<file path="src/rtl/epsilon_greedy_router_if.sv">
// epsilon_greedy_router_if
//   Bundles the router's control, RNG handshake and node-RAM signals.
//   Signal prefixes are from the router's point of view (i_ = into the router).
//   slave  : the router itself
//   master : the node FSM / RNG / RAM side (or a testbench)
//   Ports  : i_start, i_mybest, i_bestvalue, i_besthop, i_bestneighbor_id,
//            i_my_node_id, i_eps_step, o_rnd_req, i_rnd_ack, i_rnd_data,
//            o_mem_addr, i_mem_rdata, o_mem_wdata, o_mem_wr, o_nexthop,
//            o_explored, o_which, o_busy, o_done
interface epsilon_greedy_router_if #(
  parameter int WW = 16,
  parameter int AW = 16
);
  logic          i_start;
  logic [WW-1:0] i_mybest;
  logic [WW-1:0] i_bestvalue;
  logic [WW-1:0] i_besthop;
  logic [WW-1:0] i_bestneighbor_id;
  logic [WW-1:0] i_my_node_id;
  logic [WW-1:0] i_eps_step;
  logic          o_rnd_req;
  logic          i_rnd_ack;
  logic [WW-1:0] i_rnd_data;
  logic [AW-1:0] o_mem_addr;
  logic [WW-1:0] i_mem_rdata;
  logic [WW-1:0] o_mem_wdata;
  logic          o_mem_wr;
  logic [WW-1:0] o_nexthop;
  logic          o_explored;
  logic [WW-1:0] o_which;
  logic          o_busy;
  logic          o_done;

  modport slave (
    input  i_start, i_mybest, i_bestvalue, i_besthop, i_bestneighbor_id,
           i_my_node_id, i_eps_step, i_rnd_ack, i_rnd_data, i_mem_rdata,
    output o_rnd_req, o_mem_addr, o_mem_wdata, o_mem_wr, o_nexthop,
           o_explored, o_which, o_busy, o_done
  );

  modport master (
    output i_start, i_mybest, i_bestvalue, i_besthop, i_bestneighbor_id,
           i_my_node_id, i_eps_step, i_rnd_ack, i_rnd_data, i_mem_rdata,
    input  o_rnd_req, o_mem_addr, o_mem_wdata, o_mem_wr, o_nexthop,
           o_explored, o_which, o_busy, o_done
  );
endinterface

</file>
<file path="src/rtl/epsilon_greedy_router.sv">
// epsilon_greedy_router
//   Epsilon-greedy next-hop selector for the Q-routing node datapath.
//   Explore: uniformly random entry of the better-neighbour table, then decay
//   epsilon in RAM. Exploit: +/-margin hysteresis of bestvalue against mybest.
//   Ports: clock (rising edge), nrst (synchronous, active low),
//          bus (epsilon_greedy_router_if.slave; see interface header).
//
//   state    | meaning
//   ---------+-----------------------------------------------------------
//   S_IDLE   | waiting for start
//   S_RNG_E  | waiting for random word used for the explore decision
//   S_RD_EPS | reading epsilon (phase 0: address out, phase 1: data in)
//   S_RNG_W  | waiting for random word and neighbour count
//   S_MOD    | restoring division, one quotient bit per cycle
//   S_RD_NBR | reading table[which] (phase 0 / phase 1 as in S_RD_EPS)
//   S_WR_EPS | one-cycle write of decayed epsilon
//   S_CMP    | hysteresis compare (phase 0: compare, phase 1: select)
//   S_DONE   | done pulse, results held
module epsilon_greedy_router #(
  parameter int          WORD_WIDTH   = 16,
  parameter int          FRAC_BITS    = 5,
  parameter int          ADDR_WIDTH   = 16,
  parameter int          RND_BITS     = 4,
  parameter int          MAX_NBR      = 16,
  parameter int unsigned EPS_ADDR     = 'h0004,
  parameter int unsigned CNT_ADDR     = 'h068C,
  parameter int unsigned NBR_BASE     = 'h0668,
  parameter int unsigned MARGIN_Q16   = 'd66,
  parameter int          DECAY_MODE   = 0,
  parameter int unsigned EPS_MULT     = 'hF333,
  parameter int unsigned NEXTHOP_NONE = 'd301
) (
  input logic                    clock,
  input logic                    nrst,
  epsilon_greedy_router_if.slave bus
);
  localparam int WW  = WORD_WIDTH;
  localparam int AW  = ADDR_WIDTH;
  localparam int CW  = 2 * WW + 2;
  localparam int BCW = $clog2(WW + 1);
  localparam int unsigned LO_MUL = 32'd65536 - MARGIN_Q16;
  localparam int unsigned HI_MUL = 32'd65536 + MARGIN_Q16;

  localparam logic [3:0] S_IDLE   = 4'd0;
  localparam logic [3:0] S_RNG_E  = 4'd1;
  localparam logic [3:0] S_RD_EPS = 4'd2;
  localparam logic [3:0] S_RNG_W  = 4'd3;
  localparam logic [3:0] S_MOD    = 4'd4;
  localparam logic [3:0] S_RD_NBR = 4'd5;
  localparam logic [3:0] S_WR_EPS = 4'd6;
  localparam logic [3:0] S_CMP    = 4'd7;
  localparam logic [3:0] S_DONE   = 4'd8;

  // Fraction bits cancel out of the scale-free compare; only sanity-checked.
  if (FRAC_BITS >= WORD_WIDTH || RND_BITS > WORD_WIDTH || WORD_WIDTH < 16) begin : g_param_check
    $error("epsilon_greedy_router: unsupported parameter combination");
  end

  logic [3:0]          r_state;
  logic                r_phase;
  logic [RND_BITS-1:0] r_x;
  logic [WW-1:0]       r_eps;
  logic                r_r_got;
  logic [WW-1:0]       r_r;
  logic [WW-1:0]       r_cnt;
  logic [WW-1:0]       r_rem;
  logic [BCW-1:0]      r_bit_cnt;
  logic                r_lt_lo;
  logic                r_lt_hi;
  logic                r_id_ne;

  logic                r_rnd_req;
  logic [AW-1:0]       r_mem_addr;
  logic [WW-1:0]       r_mem_wdata;
  logic                r_mem_wr;
  logic [WW-1:0]       r_nexthop;
  logic                r_explored;
  logic [WW-1:0]       r_which;
  logic                r_busy;
  logic                r_done;

  logic                w_rnd_take;
  logic [WW-1:0]       w_r_now;
  logic [WW-1:0]       w_cnt_clamp;
  logic [WW:0]         w_rem_sh;
  logic                w_rem_ge;
  logic [WW-1:0]       w_rem_next;
  logic [AW-1:0]       w_nbr_addr;
  logic [WW-1:0]       w_eps_lin;
  logic [2*WW-1:0]     w_prod;
  logic [WW-1:0]       w_eps_mul;
  logic [WW-1:0]       w_eps_new;
  logic [CW-1:0]       w_cmp_l;
  logic [CW-1:0]       w_cmp_lo;
  logic [CW-1:0]       w_cmp_hi;

  assign w_rnd_take  = bus.i_rnd_ack & r_rnd_req;
  // The random word may have been accepted before the count read settled.
  assign w_r_now     = r_r_got ? r_r : bus.i_rnd_data;
  assign w_cnt_clamp = (bus.i_mem_rdata > WW'(MAX_NBR)) ? WW'(MAX_NBR) : bus.i_mem_rdata;

  // Restoring division step: shift in the next dividend bit, subtract if it fits.
  assign w_rem_sh    = {r_rem, r_r[WW-1]};
  assign w_rem_ge    = (w_rem_sh >= {1'b0, r_cnt});
  assign w_rem_next  = w_rem_ge ? WW'(w_rem_sh - {1'b0, r_cnt}) : w_rem_sh[WW-1:0];
  assign w_nbr_addr  = AW'(NBR_BASE) + AW'({w_rem_next, 1'b0});

  assign w_eps_lin   = (r_eps < bus.i_eps_step) ? '0 : (r_eps - bus.i_eps_step);
  assign w_prod      = {{WW{1'b0}}, r_eps} * (2 * WW)'(EPS_MULT);
  assign w_eps_mul   = WW'(w_prod >> 16);
  assign w_eps_new   = (DECAY_MODE == 0) ? w_eps_lin : w_eps_mul;

  // Widened so neither margin product can overflow.
  assign w_cmp_l     = CW'(bus.i_bestvalue) << 16;
  assign w_cmp_lo    = CW'(bus.i_mybest) * CW'(LO_MUL);
  assign w_cmp_hi    = CW'(bus.i_mybest) * CW'(HI_MUL);

  always_ff @(posedge clock) begin
    if (!nrst) begin
      r_state     <= S_IDLE;
      r_phase     <= 1'b0;
      r_x         <= '0;
      r_eps       <= '0;
      r_r_got     <= 1'b0;
      r_r         <= '0;
      r_cnt       <= '0;
      r_rem       <= '0;
      r_bit_cnt   <= '0;
      r_lt_lo     <= 1'b0;
      r_lt_hi     <= 1'b0;
      r_id_ne     <= 1'b0;
      r_rnd_req   <= 1'b0;
      r_mem_addr  <= '0;
      r_mem_wdata <= '0;
      r_mem_wr    <= 1'b0;
      r_nexthop   <= WW'(NEXTHOP_NONE);
      r_explored  <= 1'b0;
      r_which     <= '0;
      r_busy      <= 1'b0;
      r_done      <= 1'b0;
    end else begin
      r_mem_wr <= 1'b0;
      r_done   <= 1'b0;
      case (r_state)
        S_IDLE: begin
          if (bus.i_start) begin
            r_busy     <= 1'b1;
            r_nexthop  <= WW'(NEXTHOP_NONE);
            r_explored <= 1'b0;
            r_rnd_req  <= 1'b1;
            r_state    <= S_RNG_E;
          end
        end
        S_RNG_E: begin
          if (bus.i_rnd_ack) begin
            r_x        <= bus.i_rnd_data[RND_BITS-1:0];
            r_rnd_req  <= 1'b0;
            r_mem_addr <= AW'(EPS_ADDR);
            r_phase    <= 1'b0;
            r_state    <= S_RD_EPS;
          end
        end
        S_RD_EPS: begin
          if (!r_phase) begin
            r_phase <= 1'b1;
          end else begin
            r_eps   <= bus.i_mem_rdata;
            r_phase <= 1'b0;
            if (WW'(r_x) < bus.i_mem_rdata) begin
              r_rnd_req  <= 1'b1;
              r_r_got    <= 1'b0;
              r_mem_addr <= AW'(CNT_ADDR);
              r_state    <= S_RNG_W;
            end else begin
              r_state <= S_CMP;
            end
          end
        end
        S_RNG_W: begin
          if (w_rnd_take) begin
            r_r       <= bus.i_rnd_data;
            r_r_got   <= 1'b1;
            r_rnd_req <= 1'b0;
          end
          if (!r_phase) begin
            r_phase <= 1'b1;
          end else if (r_r_got || w_rnd_take) begin
            r_cnt   <= w_cnt_clamp;
            r_phase <= 1'b0;
            if (w_cnt_clamp == '0) begin
              r_state <= S_CMP;
            end else begin
              r_r       <= w_r_now;
              r_rem     <= '0;
              r_bit_cnt <= BCW'(WW);
              r_state   <= S_MOD;
            end
          end
        end
        S_MOD: begin
          r_rem     <= w_rem_next;
          r_r       <= r_r << 1;
          r_bit_cnt <= r_bit_cnt - BCW'(1);
          if (r_bit_cnt == BCW'(1)) begin
            r_which    <= w_rem_next;
            r_mem_addr <= w_nbr_addr;
            r_phase    <= 1'b0;
            r_state    <= S_RD_NBR;
          end
        end
        S_RD_NBR: begin
          if (!r_phase) begin
            r_phase <= 1'b1;
          end else begin
            r_nexthop   <= bus.i_mem_rdata;
            r_explored  <= 1'b1;
            r_mem_addr  <= AW'(EPS_ADDR);
            r_mem_wdata <= w_eps_new;
            r_mem_wr    <= 1'b1;
            r_phase     <= 1'b0;
            r_state     <= S_WR_EPS;
          end
        end
        S_WR_EPS: begin
          r_busy  <= 1'b0;
          r_done  <= 1'b1;
          r_state <= S_DONE;
        end
        S_CMP: begin
          if (!r_phase) begin
            r_lt_lo <= (w_cmp_l < w_cmp_lo);
            r_lt_hi <= (w_cmp_l < w_cmp_hi);
            r_id_ne <= (bus.i_bestneighbor_id != bus.i_my_node_id);
            r_phase <= 1'b1;
          end else begin
            // Inside the band only switch when the best neighbour is not us.
            r_nexthop <= (r_lt_lo || (r_lt_hi && r_id_ne)) ? bus.i_besthop : WW'(NEXTHOP_NONE);
            r_busy    <= 1'b0;
            r_done    <= 1'b1;
            r_phase   <= 1'b0;
            r_state   <= S_DONE;
          end
        end
        S_DONE: begin
          r_state <= S_IDLE;
        end
        default: begin
          r_state <= S_IDLE;
        end
      endcase
    end
  end

  assign bus.o_rnd_req   = r_rnd_req;
  assign bus.o_mem_addr  = r_mem_addr;
  assign bus.o_mem_wdata = r_mem_wdata;
  assign bus.o_mem_wr    = r_mem_wr;
  assign bus.o_nexthop   = r_nexthop;
  assign bus.o_explored  = r_explored;
  assign bus.o_which     = r_which;
  assign bus.o_busy      = r_busy;
  assign bus.o_done      = r_done;
endmodule

</file>
<file path="src/flat_wrapper.sv">
// flat-port wrapper written by rule: the top's interface ports become plain ports
module epsilon_greedy_router_flat 
#(
  parameter int          WORD_WIDTH   = 16,
  parameter int          FRAC_BITS    = 5,
  parameter int          ADDR_WIDTH   = 16,
  parameter int          RND_BITS     = 4,
  parameter int          MAX_NBR      = 16,
  parameter int unsigned EPS_ADDR     = 'h0004,
  parameter int unsigned CNT_ADDR     = 'h068C,
  parameter int unsigned NBR_BASE     = 'h0668,
  parameter int unsigned MARGIN_Q16   = 'd66,
  parameter int          DECAY_MODE   = 0,
  parameter int unsigned EPS_MULT     = 'hF333,
  parameter int unsigned NEXTHOP_NONE = 'd301
)
  (clock, nrst, bus_i_start, bus_i_mybest, bus_i_bestvalue, bus_i_besthop, bus_i_bestneighbor_id, bus_i_my_node_id, bus_i_eps_step, bus_i_rnd_ack, bus_i_rnd_data, bus_i_mem_rdata, bus_o_rnd_req, bus_o_mem_addr, bus_o_mem_wdata, bus_o_mem_wr, bus_o_nexthop, bus_o_explored, bus_o_which, bus_o_busy, bus_o_done);
  epsilon_greedy_router_if #(.WW((16)), .AW((16))) bus_i ();
  input logic clock;
  input logic nrst;
  input wire logic [$bits(bus_i.i_start)-1:0] bus_i_start;
  input wire logic [$bits(bus_i.i_mybest)-1:0] bus_i_mybest;
  input wire logic [$bits(bus_i.i_bestvalue)-1:0] bus_i_bestvalue;
  input wire logic [$bits(bus_i.i_besthop)-1:0] bus_i_besthop;
  input wire logic [$bits(bus_i.i_bestneighbor_id)-1:0] bus_i_bestneighbor_id;
  input wire logic [$bits(bus_i.i_my_node_id)-1:0] bus_i_my_node_id;
  input wire logic [$bits(bus_i.i_eps_step)-1:0] bus_i_eps_step;
  input wire logic [$bits(bus_i.i_rnd_ack)-1:0] bus_i_rnd_ack;
  input wire logic [$bits(bus_i.i_rnd_data)-1:0] bus_i_rnd_data;
  input wire logic [$bits(bus_i.i_mem_rdata)-1:0] bus_i_mem_rdata;
  output wire logic [$bits(bus_i.o_rnd_req)-1:0] bus_o_rnd_req;
  output wire logic [$bits(bus_i.o_mem_addr)-1:0] bus_o_mem_addr;
  output wire logic [$bits(bus_i.o_mem_wdata)-1:0] bus_o_mem_wdata;
  output wire logic [$bits(bus_i.o_mem_wr)-1:0] bus_o_mem_wr;
  output wire logic [$bits(bus_i.o_nexthop)-1:0] bus_o_nexthop;
  output wire logic [$bits(bus_i.o_explored)-1:0] bus_o_explored;
  output wire logic [$bits(bus_i.o_which)-1:0] bus_o_which;
  output wire logic [$bits(bus_i.o_busy)-1:0] bus_o_busy;
  output wire logic [$bits(bus_i.o_done)-1:0] bus_o_done;
  assign bus_i.i_start = bus_i_start;
  assign bus_i.i_mybest = bus_i_mybest;
  assign bus_i.i_bestvalue = bus_i_bestvalue;
  assign bus_i.i_besthop = bus_i_besthop;
  assign bus_i.i_bestneighbor_id = bus_i_bestneighbor_id;
  assign bus_i.i_my_node_id = bus_i_my_node_id;
  assign bus_i.i_eps_step = bus_i_eps_step;
  assign bus_i.i_rnd_ack = bus_i_rnd_ack;
  assign bus_i.i_rnd_data = bus_i_rnd_data;
  assign bus_i.i_mem_rdata = bus_i_mem_rdata;
  assign bus_o_rnd_req = bus_i.o_rnd_req;
  assign bus_o_mem_addr = bus_i.o_mem_addr;
  assign bus_o_mem_wdata = bus_i.o_mem_wdata;
  assign bus_o_mem_wr = bus_i.o_mem_wr;
  assign bus_o_nexthop = bus_i.o_nexthop;
  assign bus_o_explored = bus_i.o_explored;
  assign bus_o_which = bus_i.o_which;
  assign bus_o_busy = bus_i.o_busy;
  assign bus_o_done = bus_i.o_done;
  epsilon_greedy_router #(.WORD_WIDTH(WORD_WIDTH), .FRAC_BITS(FRAC_BITS), .ADDR_WIDTH(ADDR_WIDTH), .RND_BITS(RND_BITS), .MAX_NBR(MAX_NBR), .EPS_ADDR(EPS_ADDR), .CNT_ADDR(CNT_ADDR), .NBR_BASE(NBR_BASE), .MARGIN_Q16(MARGIN_Q16), .DECAY_MODE(DECAY_MODE), .EPS_MULT(EPS_MULT), .NEXTHOP_NONE(NEXTHOP_NONE)) u_core (.clock(clock), .nrst(nrst), .bus(bus_i));
endmodule
</file>
<file path="config.mk">
export PLATFORM = sky130hd
export DESIGN_NAME = epsilon_greedy_router_flat
export DESIGN_NICKNAME = d
export VERILOG_FILES = /design/src/rtl/epsilon_greedy_router_if.sv /design/src/rtl/epsilon_greedy_router.sv /design/src/flat_wrapper.sv
export SDC_FILE = /design/constraint.sdc
export NUM_CORES = 1
export LEC_CHECK = 0
export CAP_MARGIN = 10
export CORE_MARGIN = 4
export CORE_UTILIZATION = 45
export CTS_CLUSTER_DIAMETER = 200
export DETAILED_ROUTE_END_ITERATION = 8
export PLACE_DENSITY = 0.73
export SYNTH_ARGS = -nofsm -noshare
export SYNTH_HDL_FRONTEND = slang
export SYNTH_SLANG_ARGS = --single-unit
</file>
<file path="constraint.sdc">
create_clock -name clock -period 12.45 [get_ports clock]
set_input_delay 3.1125 -clock clock [delete_from_list [all_inputs] [get_ports clock]]
set_output_delay 3.1125 -clock clock [all_outputs]
set_load 0.02 [all_outputs]
</file>
==> results of run 1 <==
metal layers:
metal,vias to the layer above,part of all wire [%]
met1,6457,44
met2,367,49
met5,-,0
met4,0,1.8
met3,48,5.1
li1,6495,-
critical path: cells and delay by family:
family	cells	cell delay, ns
buffers and inverters	5	1.07
AND/OR/NAND/NOR	6	1.10
AO/OA/AOI/OAI	9	2.23
adder cells (fa/ha/maj)	8	3.88
XOR/XNOR	1	0.09
cells by family after synthesis:
logic type | Yosys count
and+or+nand+nor | 453
muxes | 31
AOI/OAI and AO/OA | 398
adders and majority gates | 352
DFF | 150
other | 1
xor gates and xnor gates | 94
buffers and inverters | 302
registers in the layout (all words and copies together) (netlist names), 4 cells and up:
name,flops
u_core.bus.o_mem_addr,15
u_core.bus.o_mem_wdata,16
u_core.bus.o_nexthop,16
u_core.bus.o_which,16
u_core.r_bit_cnt,5
u_core.r_cnt,16
u_core.r_eps,16
u_core.r_r,16
u_core.r_rem,16
u_core.r_state,4
u_core.r_x,4
metrics by stage:
stage	util (%)	cells	hold slack (ns)	cell area, sq um
after floorplan	-	1781	0.436	15500
after global placement	53.0	2383	0.437	17900
after detailed placement	53.0	2383	0.449	17900
after CTS	54.9	2415	0.457	18500
after global routing	54.9	2415	0.480	18500
final	54.9	2415	0.451	18500
cells in the final DEF (no fill, tap or decap), drive strengths merged, types with 24 or more instances in the layout:
cell / n
a211oi: 35
a21o: 40
a21oi: 114
a22oi: 24
clkdlybuf4s50: 199
dfxtp: 150
fa: 124
ha: 228
inv: 251
mux2i: 31
nand2: 102
nand3: 36
nor2: 163
nor3: 39
o21ai: 56
xnor2: 64
xor2: 30
layout make-up:
type,instances,area [sq um]
multi-input cells,1329,11300
clock inverters,15,204
repair buffers,207,2050
clock buffers,17,425
flip-flops and latches,150,3000
inverters,249,937
well taps,448,561
fillers,3115,15200
path summary, 6_finish.rpt:
kind	from	to	slack, ns	cells after the start
worst max register to register	u_core.r_cnt[10]$_SDFFE_PN0P_	u_core.bus.o_mem_addr[15]$_SDFFE_PN0P_	8.11	16
worst min register to register	u_core.bus.o_mem_addr[14]$_SDFFE_PN0P_	u_core.bus.o_mem_addr[14]$_SDFFE_PN0P_	0.45	2
worst max-delay path	bus_i_mybest[8]	u_core.r_lt_lo$_SDFFE_PN0P_	1.26	29
worst min-delay path	u_core.bus.o_mem_addr[14]$_SDFFE_PN0P_	u_core.bus.o_mem_addr[14]$_SDFFE_PN0P_	0.45	2
==> impl_metrics.toml, run 1 <==
[floorplan]
die_y_um = 193
fp.coreArea_sq_um = 33700
num_rows = 67
initial_core_util_pct = 45.9
die_area_sq_um = 37400
die_x_um = 193
io-pin-count = 201

[drt]
wl_per_cell_um = 17.7
dr.pass1.iters = 5
drtAntennaViolNets = 0
routed_wl_um = 42800
drc_errors = 0
drt_iter0_drc = 759
vias = 13400
vias_per_cell = 5.53

[grt]
antenna_found_initial = 0
grtUsageMet3_pct = 3.27
global_route.usage.met1_pct = 28.8
grt_pass1_wl_um = 68800
grt-ovfl-total = 0
grt_use_met2_pct = 39.0
grt_max_degree = 88
grt_util_all_layers_pct = 22.2
grt_pass1_vias = 13500
grt-busiest-layer = "met2"

[timing]
tns_ns = 0
tightest_slew_ns = 1.22
setup_slack_ns = 1.26
hold_violations = 0
max_freq_mhz = 89.4
clock_skew_ns = 0.00720
grt_setup_unrepaired = "no"
fin_crit_sh_pct = 89.9
setup_violations = 0
drv_slew = 0
layout_min_cycle_time_ns = 11.19
maxSlewHeadroom_pct = 18.0

[hold_path]
hp-class = "flop to flop"

[clocking]
cts.sinks = 150
clk_pin_slew_ns = 0.06
htreeDepth = 4
root_buffer = "clkbuf_16"
hold_buffers = 0
cts_setup_buffers = 0
cts_buffer_depth = 2
clock_latency_ns = 0.43
cts_resized = 0
cts_tree = "yes"
numCtsBuffers = 17

[critical_path]
max_stage_delay_ns = 0.72
cp-end-kind = "flop"
cp-start-kind = "input port"
critPathSlowestCell = "clkdlybuf4s50_1"
cp.arrival_ns = 11.49
worstPathRequired_ns = 12.75
worst-path-max-fanout = 8
cpMostUsedCell = "fa_1"
crit_type = "input port to flop"

[logic_synthesis]
ys_seq_area_share_pct = 19.4
netlist.top_cell.by_area = "dfxtp_1"
syn_nets = 2265
async_flop_share_pct = 0
synth_cell_types = 80
ys_ff_latch = 150
syn_area_sq_um = 15500
netlist_top_cells_area = "dfxtp_1 (19%), ha_1 (18%), fa_1 (16%), inv_1 (6.0%), nor2_1 (4.0%)"
yosys.area_share.simple_pct = 13.8
synth_edf_count = 0
avgSynthCellArea_sq_um = 8.68
yosysTopAreaCellShare_pct = 19.4
synth_top_family_by_area = "adder cells"
yosysMostFrequentCell = "inv_1"
synth_compound_area_share_pct = 17.2
yosys_warnings = 0
yosys-top-cells-count = "inv_1 (248), ha_1 (228), nor2_1 (163)"
synthMuxAreaShare_pct = 2.06
synth_adder_area_share_pct = 34.5
syn-instance-count = 1781
synth_top_flop_cell = "dfxtp_1"
synth_xor_area_share_pct = 5.32

[run_status]
status = "complete, no violations"

[job]
maxCapViolCount = 0

[final_layout]
final_net_count = 2438
areaGrowthSynthToFinish_pct = 19.6
diodes = 0
drive_gt1_share_pct = 3.56

[placement]
io_buffers = 199
dpl.hpwl_um = 35100
dp_slack_ns = 0.817
place.gp.congestion = 0.919
Power of run 1 is left out: the tool's default activity adds up to more than one toggle a clock period on the data nets, which glitch-free logic cannot reach.
==> inputs of run 2 (changes only) <==
--- a/config.mk
+++ b/config.mk
@@ -6,10 +6,11 @@
 export NUM_CORES = 1
 export LEC_CHECK = 0
 export CAP_MARGIN = 10
-export CORE_MARGIN = 4
+export CORE_MARGIN = 3
 export CORE_UTILIZATION = 45
 export CTS_CLUSTER_DIAMETER = 200
 export DETAILED_ROUTE_END_ITERATION = 8
+export HOLD_SLACK_MARGIN = 0.02
 export PLACE_DENSITY = 0.73
 export SYNTH_ARGS = -nofsm -noshare
 export SYNTH_HDL_FRONTEND = slang
==> run 2 against run 1 <==
Compared with the run above: die area shrank 2.1%; hold slack better by 0.0017 ns; largest cell class unchanged; first-iteration DRC count is 7.6% higher; sequential cell count unchanged; critical path depth is the same; routed wire length down 1.8%; sequential share of layout area barely moved; highest routed layer unchanged; core utilization decreased by 0.11 points.
==> impl_metrics.toml, run 2 (synthesized netlist as in run 1, its figures left out) <==
[critical_path]
critPathSlowestCell = "clkdlybuf4s50_1"
worstPathRequired_ns = 12.74
cp-start-kind = "input port"
path_buf_inv = 5
worst-path-max-fanout = 6
cp-end-kind = "flop"
max_stage_delay_ns = 0.67
cpMostUsedCell = "fa_1"
cp_top_family = "adder cells"
r2r-start = "u_core.r_rem[9]$_SDFFE_PN0P_"
cp.arrival_ns = 11.62
worst-r2r-cell-count = 15
worstReg2RegEnd = "u_core.bus.o_mem_addr[15]$_SDFFE_PN0P_"
reg2reg_slack_ns = 8.08
crit_type = "input port to flop"

[drt]
vias_per_cell = 5.50
drtAntennaViolNets = 0
wl_per_cell_um = 17.4
drt_iter0_drc = 817
vias = 13300
drc_errors = 0
routed_wl_um = 42000
dr.pass1.iters = 5

[timing]
hold_violations = 0
max_freq_mhz = 88.2
tightest_slew_ns = 1.10
grt_setup_unrepaired = "no"
layout_min_cycle_time_ns = 11.33
setup_violations = 0
tns_ns = 0
drv_slew = 0
clock_skew_ns = 0.00683
maxSlewHeadroom_pct = 26.5
fin_crit_sh_pct = 91.0

[clocking]
cts_resized = 0
htreeDepth = 4
clk_pin_slew_ns = 0.06
cts_buffer_depth = 2
cts_setup_buffers = 0
cts.sinks = 150
clock_latency_ns = 0.43
hold_buffers = 0
root_buffer = "clkbuf_16"
cts_tree = "yes"
numCtsBuffers = 17

[hold_path]
hp-class = "flop to flop"
hold_path_startpoint = "u_core.bus.o_mem_addr[13]$_SDFFE_PN0P_"
hold_depth = 2
min_to = "u_core.bus.o_mem_addr[13]$_SDFFE_PN0P_"

[floorplan]
die_x_um = 191
die_y_um = 191
initial_core_util_pct = 45.9
fp.coreArea_sq_um = 33700
io-pin-count = 201
num_rows = 67
die_area_sq_um = 36600

[final_layout]
diodes = 0
areaGrowthSynthToFinish_pct = 19.3
nFillCells = 3142
final_cell_mix = "inv_1 (248), ha_1 (228), clkdlybuf4s50_1 (199)"
final_net_count = 2439
final_common_cell = "inv_1"
drive_gt1_share_pct = 3.46

[grt]
grt_util_all_layers_pct = 23.1
grt-ovfl-total = 0
grt_pass1_wl_um = 68500
grt_pass1_vias = 13400
antenna_found_initial = 0
grt_max_degree = 90

[placement]
dpl.hpwl_um = 34500
io_buffers = 199
place.gp.congestion = 0.915

[job]
maxCapViolCount = 0

[run_status]
status = "complete, no violations"
[run 2: cell count changes in the layout (fill, tap and decap cells not counted), sizes merged]
| cell | before | now |
|---|---|---|
| clkbuf | 17 | 25 |
| clkinvlp | 4 | 1 |
| inv | 251 | 248 |
| bufinv | 4 | 2 |
| clkinv | 5 | 6 |
[run 2: worst max path at each step]
| stage | start | to | slack, ns | cells after the start |
|---|---|---|---|---|
| global route | bus_i_mybest[3] | u_core.r_lt_lo$_SDFFE_PN0P_ | 0.51 | 29 |
| global placement | bus_i_mybest[3] | u_core.r_lt_lo$_SDFFE_PN0P_ | 0.87 | 29 |
| finish | bus_i_mybest[3] | u_core.r_lt_lo$_SDFFE_PN0P_ | 1.12 | 29 |
| CTS | bus_i_mybest[3] | u_core.r_lt_lo$_SDFFE_PN0P_ | 1.13 | 29 |
| floorplan | bus_i_mybest[3] | u_core.r_lt_lo$_SDFFE_PN0P_ | 2.29 | 28 |
| detailed placement | bus_i_mybest[3] | u_core.r_lt_lo$_SDFFE_PN0P_ | 0.70 | 29 |
[run 2: final cells by class]
class	count	area, sq um	area share (%)
tap	448	561	3.04
inverter	249	936	5.07
multi-input combinational	1329	11300	61.3
clock buffer	24	492	2.66
clock inverter	8	96.3	0.522
timing repair buffer	208	2060	11.1
sequential	150	3000	16.3
[run 2: worst min-delay path: cells and delay by family (launching register included)]
| family | cells | cell delay, ns |
|---|---|---|
| compound gates | 1 | 0.05 |
| flops | 1 | 0.32 |
| simple gates | 1 | 0.05 |
[run 2: through the flow]
stage / hold slack, ns / cell area (sq um) / instances / worst slack (ns) / util (%)
after floorplan: 0.436 / 15500 / 1781 / 2.29 / -
after global placement: 0.440 / 17900 / 2383 / 0.873 / 53.0
after detailed placement: 0.448 / 17900 / 2383 / 0.697 / 53.0
after CTS: 0.456 / 18400 / 2415 / 1.13 / 54.7
after global routing: 0.481 / 18500 / 2416 / 0.507 / 54.8
final: 0.453 / 18500 / 2416 / 1.12 / 54.8
[run 2: metal layers]
layer | vias to the layer above | global-route usage (%) | part of all wire, %
met5 | - | 0 | 0
met1 | 6362 | 30.3 | 44
met4 | 0 | 5.42 | 1.5
met2 | 371 | 40.3 | 49
met3 | 48 | 3.08 | 5.1
li1 | 6499 | - | -
Power of run 2 is left out for the same reason.
